`src/rtl/fwd_pkg.sv`:
```
// Shared types and constants for the forwarding / load-use hazard unit.
// Tag rd fields are stored at TAG_RD_W bits; REG_AW must not exceed it.
package fwd_pkg;

  localparam int TAG_RD_W = 8;
  localparam logic [TAG_RD_W-1:0] REG_ZERO = '0;
  localparam int FWD_SEL_RF = 0;

  typedef struct packed {
    logic                valid;
    logic [TAG_RD_W-1:0] rd;
    logic                regwrite;
    logic                is_load;
  } fwd_tag_t;

  function automatic int sel_width(input int fwdDepth);
    return $clog2(fwdDepth + 1);
  endfunction

endpackage

```
`src/rtl/fwd_match.sv`:
```
// Priority-encodes the youngest producer stage that can forward to one EX source operand.
module fwd_match
  import fwd_pkg::*;
#(
  parameter int REG_AW    = 5,
  parameter int FWD_DEPTH = 2,
  parameter int SEL_W     = sel_width(FWD_DEPTH)
) (
  input  logic [REG_AW-1:0]             exSrc,
  input  fwd_tag_t [FWD_DEPTH-1:0]      prodTags,
  output logic [SEL_W-1:0]              sel
);

  logic [TAG_RD_W-1:0] srcExt;
  assign srcExt = TAG_RD_W'(exSrc);

  // Scan oldest to youngest so the youngest match is written last.
  // A load sitting in P1 has no data yet, so it never forwards from there.
  always_comb begin
    sel = SEL_W'(FWD_SEL_RF);
    for (int k = FWD_DEPTH - 1; k >= 0; k--) begin
      if (prodTags[k].valid && prodTags[k].regwrite &&
          (prodTags[k].rd != REG_ZERO) && (prodTags[k].rd == srcExt) &&
          !((k == 0) && prodTags[k].is_load)) begin
        sel = SEL_W'(k + 1);
      end
    end
  end

endmodule

```
`src/rtl/fwd_hazard_unit.sv`:
```
// Shadow-pipeline forwarding selects and load-use stall for the MIPS core.
// Optional stall counter enabled by defining FWD_STALL_CNT_EN.
module fwd_hazard_unit
  import fwd_pkg::*;
#(
  parameter int REG_AW    = 5,
  parameter int NUM_SRC   = 2,
  parameter int FWD_DEPTH = 2,
  parameter int SEL_W     = sel_width(FWD_DEPTH)
) (
  input  logic                      clk,
  input  logic                      reset,
  input  logic                      id_valid,
  input  logic [NUM_SRC*REG_AW-1:0] id_src,
  input  logic [REG_AW-1:0]         id_rd,
  input  logic                      id_regwrite,
  input  logic                      id_memread,
  input  logic                      flush,
  input  logic                      freeze,
  output logic [NUM_SRC*SEL_W-1:0]  fwd_sel,
  output logic                      ld_stall,
  output logic [31:0]               stall_cnt
);

  fwd_tag_t                  exTag;
  logic [NUM_SRC*REG_AW-1:0] exSrc;
  fwd_tag_t [FWD_DEPTH-1:0]  prodTags;
  logic                      srcHit;

  always_comb begin
    srcHit = 1'b0;
    for (int i = 0; i < NUM_SRC; i++) begin
      if (TAG_RD_W'(id_src[i*REG_AW +: REG_AW]) == exTag.rd) srcHit = 1'b1;
    end
  end

  assign ld_stall = id_valid && exTag.valid && exTag.is_load && exTag.regwrite &&
                    (exTag.rd != REG_ZERO) && srcHit && !flush;

  // Bubbles carry $0 sources so an empty EX slot never selects a forward.
  always_ff @(posedge clk) begin
    if (reset) begin
      exTag    <= '0;
      exSrc    <= '0;
      prodTags <= '0;
    end else if (!freeze) begin
      prodTags[0] <= exTag;
      for (int k = FWD_DEPTH - 1; k > 0; k--) prodTags[k] <= prodTags[k-1];
      if (flush || ld_stall) begin
        exTag <= '0;
        exSrc <= '0;
      end else begin
        exTag <= '{valid: id_valid, rd: TAG_RD_W'(id_rd),
                   regwrite: id_regwrite, is_load: id_memread};
        exSrc <= id_src;
      end
    end
  end

  for (genvar i = 0; i < NUM_SRC; i++) begin : gMatch
    fwd_match #(
      .REG_AW    (REG_AW),
      .FWD_DEPTH (FWD_DEPTH),
      .SEL_W     (SEL_W)
    ) uMatch (
      .exSrc    (exSrc[i*REG_AW +: REG_AW]),
      .prodTags (prodTags),
      .sel      (fwd_sel[i*SEL_W +: SEL_W])
    );
  end

`ifdef FWD_STALL_CNT_EN
  logic [31:0] stallCntQ;
  always_ff @(posedge clk) begin
    if (reset) begin
      stallCntQ <= '0;
    end else if (ld_stall && !freeze && (stallCntQ != 32'hFFFF_FFFF)) begin
      stallCntQ <= stallCntQ + 32'd1;
    end
  end
  assign stall_cnt = stallCntQ;
`else
  assign stall_cnt = '0;
`endif

endmodule

```
`config.mk`:
```
export PLATFORM = sky130hd
export DESIGN_NAME = fwd_hazard_unit
export DESIGN_NICKNAME = d
export VERILOG_FILES = /design/src/rtl/fwd_pkg.sv /design/src/rtl/fwd_match.sv /design/src/rtl/fwd_hazard_unit.sv
export SDC_FILE = /design/constraint.sdc
export NUM_CORES = 1
export LEC_CHECK = 0
export BUFFER_PORTS_ARGS = -buffer_cell sky130_fd_sc_hd__buf_2
export CORE_MARGIN = 2
export CORE_UTILIZATION = 25
export CTS_CLUSTER_DIAMETER = 100
export CTS_CLUSTER_SIZE = 10
export DETAILED_ROUTE_END_ITERATION = 10
export GPL_ROUTABILITY_DRIVEN = 0
export SLEW_MARGIN = 20
export SYNTH_ARGS = -nofsm -noshare
export SYNTH_HDL_FRONTEND = slang
export SYNTH_SLANG_ARGS = --single-unit
```
`constraint.sdc`:
```
create_clock -name clk -period 1.9 [get_ports clk]
set_clock_uncertainty 0.2 [all_clocks]
set_input_delay 0 -clock clk [delete_from_list [all_inputs] [get_ports clk]]
set_output_delay 0 -clock clk [all_outputs]
set_load 0.02 [all_outputs]
```
Yosys cells after proc, flatten, opt, wreduce, memory -nomap -nowiden

Index checks and enable logic that the tools add are counted.

Logic and storage cells: 48
Bits in registers: 42
Output and inout port bits: 37
Input port bits: 22

Muxes and demuxes: 8
Reductions and logical operators: 22
Equality and inequality tests: 6

Operators by type and width:

| kind                         | count |
|---|---|
| equality test 8 x 5 -> 1 bit | 4 |
| nonzero test 8 bit           | 3 |
| equality test 5 x 8 -> 1 bit | 2 |
| logical AND 1 bit            | 16 |
| 2-to-1 mux 11 bit            | 1 |
| 2-to-1 mux 10 bit            | 1 |
| 2-to-1 mux 2 bit             | 4 |
| zero test 1 bit              | 2 |
| 2-to-1 mux 1 bit             | 2 |
| logical OR 1 bit             | 1 |

Depth between registers and ports, before layout

Gate-level depths: netlist of the first run.

Depth in word-level cells: 8
Mapped depth: 6
Gate-level depth less buffers: 5

Hierarchy

Synthesis of the first run repeated with hierarchy kept, for this count alone.

Cells, all modules: 230
Area, all modules: 2049.5 µm²

By module, submodules not included:

| module          | cells an instance | instances | area an instance (µm²) |
|---|---|---|---|
| fwd_hazard_unit | 186               | 1         | 1699.1 |
| fwd_match       | 22                | 2         | 175.2 |

Least setup slack after synthesis of the first run

No wires, ideal clock.

Path kind: register -> output
Start: reg, netlist name prodTags[6]
End: out fwd_sel[1]
Required time: 1700 ps
Arrival time: 1683 ps
Cell stages (with the launch flop): 5
Slack: 17 ps
Cells stage by stage: dfxtp_1 -> xnor2_1 -> nand3_1 -> nor4_1 -> nor4_2

Cells in the longest elaborated chain, start to end: 5
Elaborated cells between the ends (all ways): 6
Those cells by class: eq/ne (1); mux (1); reduce/logical (4)

Ends and longest elaborated chain:

| item                              | RTL line              | source |
|---|---|---|
| nonzero test 8 bit                | fwd_match.sv:23       | `(prodTags[k].rd != REG_ZERO) && (prodTags[k].rd == srcExt) &&` |
| logical AND 1 bit                 | fwd_match.sv:22       | `if (prodTags[k].valid && prodTags[k].regwrite &&` |
| logical AND 1 bit * (2 in series) | fwd_match.sv:23       |  |
| 2-to-1 mux 2 bit *                | fwd_match.sv:22       |  |
| to (decl)                         | fwd_hazard_unit.sv:20 | `output logic [NUM_SRC*SEL_W-1:0] fwd_sel,` |

Every way passes the cells marked *; elsewhere a longest branch is shown, timed or not.

Worst setup path after layout of the first run

Start: reg, netlist name prodTags[3]
End: out fwd_sel[3]

Cells in the longest elaborated chain, start to end: 5
Elaborated cells between the ends (all ways): 6
Those cells by class: eq/ne (1); mux (1); reduce/logical (4)

Ends and longest elaborated chain:

| item                              | RTL line |
|---|---|
| nonzero test 8 bit                | fwd_match.sv:23 |
| logical AND 1 bit                 | fwd_match.sv:22 |
| logical AND 1 bit * (2 in series) | fwd_match.sv:23 |
| 2-to-1 mux 2 bit *                | fwd_match.sv:22 |

Marked as above.

==> results of run 1 <==
[sequential cells by signal (all words and copies together), names as in the netlist]
signal and count:
exTag 8, prodTags 15, exSrc 10
[worst min-delay path: stages]
cell and delay, ns:
sky130_fd_sc_hd__buf_2 0.09, sky130_fd_sc_hd__nor2_1 0.14, sky130_fd_sc_hd__nand3b_1 0.13, sky130_fd_sc_hd__o22ai_1 0.07
[area by class of cell]
class / count / area (um^2) / area share, %
clock buffer: 7 / 96.3 / 3.79
timing repair buffer: 66 / 520 / 20.5
sequential: 33 / 673 / 26.5
multi-input combinational: 172 / 1120 / 44.1
tap: 102 / 128 / 5.02
clock inverter: 1 / 5.00 / 0.197
[power by group through the flow]
stage          logic, uW  clock network, uW  registers [uW]
2_1_floorplan        214                  0             746
4_1_cts              259                592             736
5_1_grt              290                631             738
3_5_place_dp         219                  0             752
3_3_place_gp         217                  0             751
6_report             266                580             736
[stage by stage]
stage / power [uW] / area, um^2
final: 1580 / 2540
after global routing: 1660 / 2540
after CTS: 1590 / 2510
after detailed placement: 971 / 2090
after global placement: 968 / 2090
after floorplan: 960 / 2040
[final timing paths]
check,to,slack (ns)
worst max register to register,exSrc[8],0.15
worst min register to register,exTag[0],0.30
worst min-delay path,exSrc[5],0.002
worst max-delay path,fwd_sel[3],-0.04
[layer usage]
metal	up-vias	GRT usage (%)	routed length, um
met3	6	2.38	194
met5	-	0	0
met4	0	3.23	69
met1	720	13.7	1970
li1	810	-	-
met2	52	17.2	2110
[repair_timing]
item,4_1_cts,5_1_grt
hold endpoints to repair,18,0
hold buffers,29,0
endpoints found under the setup margin,2,5
resized for setup,6,9
pin swaps,5,4
setup buffers,0,2
[cell usage in the layout, fill, tap and decap left out, drive strengths merged]
cell         instances
buf                 37
dfxtp               33
conb                32
dlygate4sd3         29
nor2                21
nand2               19
xor2                18
nand3b              18
o22ai               18
mux2i               15
xnor2               12
clkbuf               7
nor4                 5
nand4                3
nor3                 3
nand3                2
or4                  2
a22oi                1
o21ai                1
or3                  1
o311a                1
clkinv               1
[logic make-up after synthesis]
| family | synth area share, % |
|---|---|
| simple gates | 21.7 |
| buf+inv | 14.9 |
| flops | 34.3 |
| xor+xnor | 13.6 |
| compound gates | 7.47 |
| mux | 7.80 |
| other cells | 0.195 |
==> reports/results.env, run 1 <==
SETUP_VIOL_COUNT_FINAL=2
HP-START='reset'
YS_ASYNC_SR_FRACTION_PCT=0
SYNTH_CELLS=216
PERIOD_NEEDED_NS=1.94
CTS_TREE='done'
MAX_CAP_VIOL_COUNT=0
SYNTH.LIB_CELLS_USED.DISTINCT=25
ANTENNA_LEFT=0
REMAINING_DRC_ERRORS=0
MAX_FREQ_MHz=515
CLOCK_SHARE_OF_POWER_PCT=36.7
SHARE_SEQ_OF_TOTAL_POWER_PCT=46.5
CELLS_TRAVERSED_ALONG_THE_WORST_TIMING_PATH='or4_4 -> o21ai_4 -> nor4_2 -> nor4_2 -> buf_4'
ROOT_BUFFER='sky130_fd_sc_hd__clkbuf_8'
POST_LAYOUT_NONFILLER_INSTANCES=381
CLOCK_TREE.BUFFER_DEPTH=2
CRITPATHMAXFANOUT=2
PATH_CLK_SLEW_NS=0.07
N_FILL_CELL=797
LAYOUT-AREA-OVERHEAD-VS-SYNTH_PCT=32.1
SYNTH.LARGEST_AREA_CELL='sky130_fd_sc_hd__dfxtp_1'
CP_DATA_REQUIRED_TIME_NS=1.70
POWER_REPORT.INTERNAL_TOTAL_uW=1150
POST_ROUTE_CELLS_DRIVE_ABOVE_1_SHARE_PCT=22.6
TIMING.FINAL.CRIT_SHARE_PCT=102
FINAL_HOLD_VIOL_COUNT=0
FIN_SETUP_TNS_NS=-0.0624
YOSYS_WARNINGS=0
OUTCOME='finished with violations'
DATA_ARRIVAL_TIME_OF_THE_CRITICAL_PATH_NS=1.74
PLACE_WS_NS=0.136
FLOORPLAN.CORE_AREA_UM2=7610
START_KIND='flop'
SLOWEST_DELAY_NS=0.54
DIE_AREA_UM2=8420
PLACEMENT.IO_BUFFERS=26
DIE_H_UM=91.8
VDD_DROP_MAX_mV=0.361
VIA_COUNT_OF_THE_FIRST_GLOBAL_ROUTING_PASS=1502
INSERTEDDIODECOUNT=0
H-TREE-DEPTH=2
ROW_COUNT=32
SYNTH.YOSYS.SEQ_AREA_SHARE_PCT=34.3
WORSTHOLDPATHTYPE='in2reg'
AVGROUTEDWIREPERCELL_UM=11.4
NUMBER_OF_CTS_INSERTED_BUFFERS=5
GROUTE.USAGE.OVERALL_PCT=10.5
GRT_SETUP_UNREPAIRED='true'
REG2REG_DEPTH=5
ROUTE.DETAILED.VIAS_PER_INST=4.17
SETUP.WORST_PATH.CLASS='reg2out'
PLACEDCELLCOUNT=342
POWER-PER-CELL-AREA_nW_PER_UM2=622
INITIAL_CORE_UTIL_PCT=25.3
SYNTH_LARGEST_TYPE_AREA_FRACTION_PCT=34.3
NUMCLOCKSINKS=33
DETAILED_PLACE_HPWL_UM=2970
YS_TOP_CELLS_BY_AREA='sky130_fd_sc_hd__dfxtp_1, sky130_fd_sc_hd__buf_4, sky130_fd_sc_hd__xor2_1, sky130_fd_sc_hd__mux2i_1, sky130_fd_sc_hd__nand3b_1'
SYNTH_ENABLE_FLOP_CELLS=0
SYN-CELL-AREA_UM2=1930
RR_STARTPOINT='exTag[3]'
DR_TOTAL_VIAS=1588
WORSTHOLDPATHCELLS=4
POWER.STATIC_LEAKAGE_uW=0.00109
CLKLATENCYLATEPIN_NS=0.28
VIOLATIONS_IN_THE_FINAL_REPORTS='setup timing'
FIN_WORST_HOLD_SLACK_NS=0.00208
NET_SWITCHING_POWER_FIGURE_uW=431
MAPPED_AVG_CELL_AREA_UM2=8.91
FINAL_NETS=300
FINAL_UTIL_PCT=33.4
FINAL_CRITICAL_PATH_SETUP_SLACK_NS=-0.0409
SLEW_HEADROOM_PCT=55.9
WORST_PIN_SLEW_NS=0.659
POSTSYNTH.TOPFLOPCELL='sky130_fd_sc_hd__dfxtp_1'
WORST_SETUP_PATH_END_KIND='output pin'
FIRSTDRTPASSITERS=4
FIRST_PASS_GRT_WIRE_LENGTH_UM=7220
IO-PIN-COUNT=59
RANKING_OF_SYNTHESIZED_CELLS_BY_INSTANCE_COUNT='sky130_fd_sc_hd__dfxtp_1, sky130_fd_sc_hd__buf_4, sky130_fd_sc_hd__nor2_1, sky130_fd_sc_hd__nand2_1'
GR-TOTAL-OVERFLOW=0
PATH_DEPTH=5
ROUTED_WL_UM=4340
DETAIL_ROUTE.ITER0.VIOLATIONS=47
DRV_SLEW=0
COMBINATIONAL_POWER_SHARE_PCT=16.8
CRITICAL-PATH-TOP-DELAY-FAMILY='simple AND/OR/NAND/NOR gates'
GRT_ANTENNA_BEFORE_REPAIR=0
SETUP.WORST_PATH.START='prodTags[3]'
FP.DIEW_UM=91.8
POWER.SWITCHING_FRACTION_PCT=27.2
SLOWEST_STAGE='sky130_fd_sc_hd__or4_4'
YS_SEQ_ELEMENTS=33
GRT_MAX_DEGREE=44
CP_BUFS_INVS=1
CP_COMMON_CELL='sky130_fd_sc_hd__nor4_2'
MOST_FREQUENT_CELL_AFTER_SYNTHESIS='sky130_fd_sc_hd__dfxtp_1'
(Power assumes the default switching activity.)
==> run 2, diff against run 1 <==
--- a/config.mk
+++ b/config.mk
@@ -6,12 +6,15 @@
 export NUM_CORES = 1
 export LEC_CHECK = 0
 export BUFFER_PORTS_ARGS = -buffer_cell sky130_fd_sc_hd__buf_2
+export CELL_PAD_IN_SITES_DETAIL_PLACEMENT = 1
+export CELL_PAD_IN_SITES_GLOBAL_PLACEMENT = 1
 export CORE_MARGIN = 2
 export CORE_UTILIZATION = 25
 export CTS_CLUSTER_DIAMETER = 100
 export CTS_CLUSTER_SIZE = 10
 export DETAILED_ROUTE_END_ITERATION = 10
 export GPL_ROUTABILITY_DRIVEN = 0
+export PLACE_DENSITY_LB_ADDON = 0.1
 export SLEW_MARGIN = 20
 export SYNTH_ARGS = -nofsm -noshare
 export SYNTH_HDL_FRONTEND = slang
==> reports/results.env, run 2 (synthesized netlist as in run 1, its figures left out) <==
OUTCOME='finished with violations'
VIOLATIONS_IN_THE_FINAL_REPORTS='setup timing'
SETUP.WORST_PATH.CLASS='reg2out'
HP-START='flush'
MOST-COMMON-LAYOUT-CELLS='sky130_fd_sc_hd__conb_1, sky130_fd_sc_hd__dfxtp_1, sky130_fd_sc_hd__buf_2'
CRITICAL-PATH-TOP-DELAY-FAMILY='simple AND/OR/NAND/NOR gates'
FINAL_HOLD_VIOL_COUNT=0
COMBINATIONAL_POWER_SHARE_PCT=17.5
SLEW_HEADROOM_PCT=42.5
AVGROUTEDWIREPERCELL_UM=14.2
HOLD_PATH_END='exTag[1]'
DRV_SLEW=0
ROUTE.DETAILED.VIAS_PER_INST=4.21
P_TOTAL_uW=1590
FP.DIEW_UM=91.8
DIE_H_UM=91.8
ANTENNA_LEFT=0
POSTPLACECELLAREA_UM2=2110
RR_STARTPOINT='exTag[4]'
FIN_SETUP_TNS_NS=-0.0429
GROUTE.USAGE.OVERALL_PCT=12.9
POWER_REPORT.INTERNAL_TOTAL_uW=1120
REG2REG_SETUP_SLACK_NS=0.03
ROW_COUNT=32
NUMCLOCKSINKS=33
MAX_FREQ_MHz=519
CRITPATHMAXFANOUT=2
WORSTHOLDPATHCELLS=5
WORST_SETUP_PATH_END_KIND='output pin'
DR_TOTAL_VIAS=1567
SLOWEST_STAGE='sky130_fd_sc_hd__or4_4'
VIA_COUNT_OF_THE_FIRST_GLOBAL_ROUTING_PASS=1538
CTS_TREE='done'
INSERTEDDIODECOUNT=0
START_KIND='flop'
REG2REG_DEPTH=7
LARGEST-REGISTER='prodTags'
POWER.SWITCHING_FRACTION_PCT=29.8
MAX_CAP_VIOL_COUNT=0
PLACEMENT.IO_BUFFERS=26
GRT_ANTENNA_BEFORE_REPAIR=0
TIMING.FINAL.CRIT_SHARE_PCT=101
POST_ROUTE_CELLS_DRIVE_ABOVE_1_SHARE_PCT=27.8
PERIOD_NEEDED_NS=1.93
ROUTED_WL_UM=5280
VDD_DROP_MAX_mV=0.292
CELLS_TRAVERSED_ALONG_THE_WORST_TIMING_PATH='or4_4 -> o21ai_4 -> nor4_2 -> nor4_2 -> buf_4'
LARGEST_REGISTER_FF_COUNT=15
DETAIL_ROUTE.ITER0.VIOLATIONS=32
SHARE_SEQ_OF_TOTAL_POWER_PCT=46.2
GR-TOTAL-OVERFLOW=0
ROOT_BUFFER='sky130_fd_sc_hd__clkbuf_8'
DETAILED_PLACE_HPWL_UM=3680
NUMBER_OF_CTS_INSERTED_BUFFERS=5
WORST_PIN_SLEW_NS=0.860
FINAL_NETS=291
DATA_ARRIVAL_TIME_OF_THE_CRITICAL_PATH_NS=1.73
LAYOUT.CELLS.MOST_COMMON='sky130_fd_sc_hd__conb_1'
BIGGESTREGSBYFLOPS='prodTags x15, exSrc x10, exTag x8'
POSTLAYOUTCELLAREA_UM2=2580
CLOCK_TREE.BUFFER_DEPTH=2
RR_ENDPOINT='exTag[5]'
WORSTHOLDPATHTYPE='in2reg'
REMAINING_DRC_ERRORS=0
POWER-PER-CELL-AREA_nW_PER_UM2=617
FIRST_PASS_GRT_WIRE_LENGTH_UM=8340
NET_SWITCHING_POWER_FIGURE_uW=474
POWER.STATIC_LEAKAGE_uW=0.00109
INITIAL_CORE_UTIL_PCT=25.3
LAYOUT-AREA-OVERHEAD-VS-SYNTH_PCT=33.8
SETUP_VIOL_COUNT_FINAL=2
GRT_MAX_DEGREE=42
GRT_SETUP_UNREPAIRED='true'
SLOWEST_DELAY_NS=0.53
CLOCK_SHARE_OF_POWER_PCT=36.3
FINAL_CRITICAL_PATH_SETUP_SLACK_NS=-0.0279
FLOORPLAN.CORE_AREA_UM2=7610
DIE_AREA_UM2=8420
FIRSTDRTPASSITERS=3
CP_BUFS_INVS=1
PATH_CLK_SLEW_NS=0.08
CP_DATA_REQUIRED_TIME_NS=1.70
IO-PIN-COUNT=59
H-TREE-DEPTH=2
CLKLATENCYLATEPIN_NS=0.29
CP_COMMON_CELL='sky130_fd_sc_hd__nor4_2'
-- run 2: final cells by class --
class                           instances  area (um^2)
Fill cell                             902         5030
Multi-Input combinational cell        172         1220
Sequential cell                        33          673
Timing Repair Buffer                   57          463
Tap cell                              102          128
Clock buffer                            6         82.6
Clock inverter                          2         13.8
-- run 2: per-layer routing --
layer	global-route usage [%]	routed length [um]	vias to the layer above
li1	-	-	787
met1	17.7	2620	735
met5	0	0	-
met4	5.22	91	0
met3	2.63	174	8
met2	19.9	2400	37
-- run 2: power by group through the flow --
stage	combinational [uW]	sequential, uW	clock, uW
global placement	231	752	0
CTS	271	736	603
detailed placement	230	753	0
global route	303	739	620
floorplan	214	746	0
finish	278	735	577
-- run 2: how the worst max path moves through the flow --
stage,startpoint,to,slack (ns),cells past startpoint
after floorplan,prodTags[6],fwd_sel[1],0.02,4
after global placement,exTag[4],ld_stall,0.13,5
after detailed placement,exTag[4],exSrc[0],0.14,6
after CTS,prodTags[4],fwd_sel[1],-0.09,5
after global routing,prodTags[4],fwd_sel[1],-0.09,5
final,prodTags[4],fwd_sel[3],-0.03,5
-- run 2: worst min-delay path, cell delays in order --
cell and delay [ns]:
sky130_fd_sc_hd__buf_2 0.12, sky130_fd_sc_hd__nor2_1 0.05, sky130_fd_sc_hd__buf_4 0.16, sky130_fd_sc_hd__nand3b_1 0.08, sky130_fd_sc_hd__o22ai_1 0.07
-- run 2: timing repair --
| item | in CTS | in global routing |
|---|---|---|
| gates cloned | 0 | 1 |
| setup endpoints to repair | 5 | 12 |
| buffers inserted | 2 | 0 |
| hold buffers | 19 | 0 |
| resized for setup | 13 | 17 |
| endpoints found under the hold margin | 19 | 0 |
| pin swaps | 10 | 6 |
-- run 2: stage by stage --
stage,cells,hold WS [ns],util (%),setup slack [ns]
2_1_floorplan,247,-0.110,-,0.0166
3_3_place_gp,343,0.0916,27.8,0.127
3_5_place_dp,343,0.100,27.8,0.138
4_1_cts,372,0.0111,32.5,-0.0858
5_1_grt,372,0.0460,33.9,-0.0876
6_report,372,0.0251,33.9,-0.0279
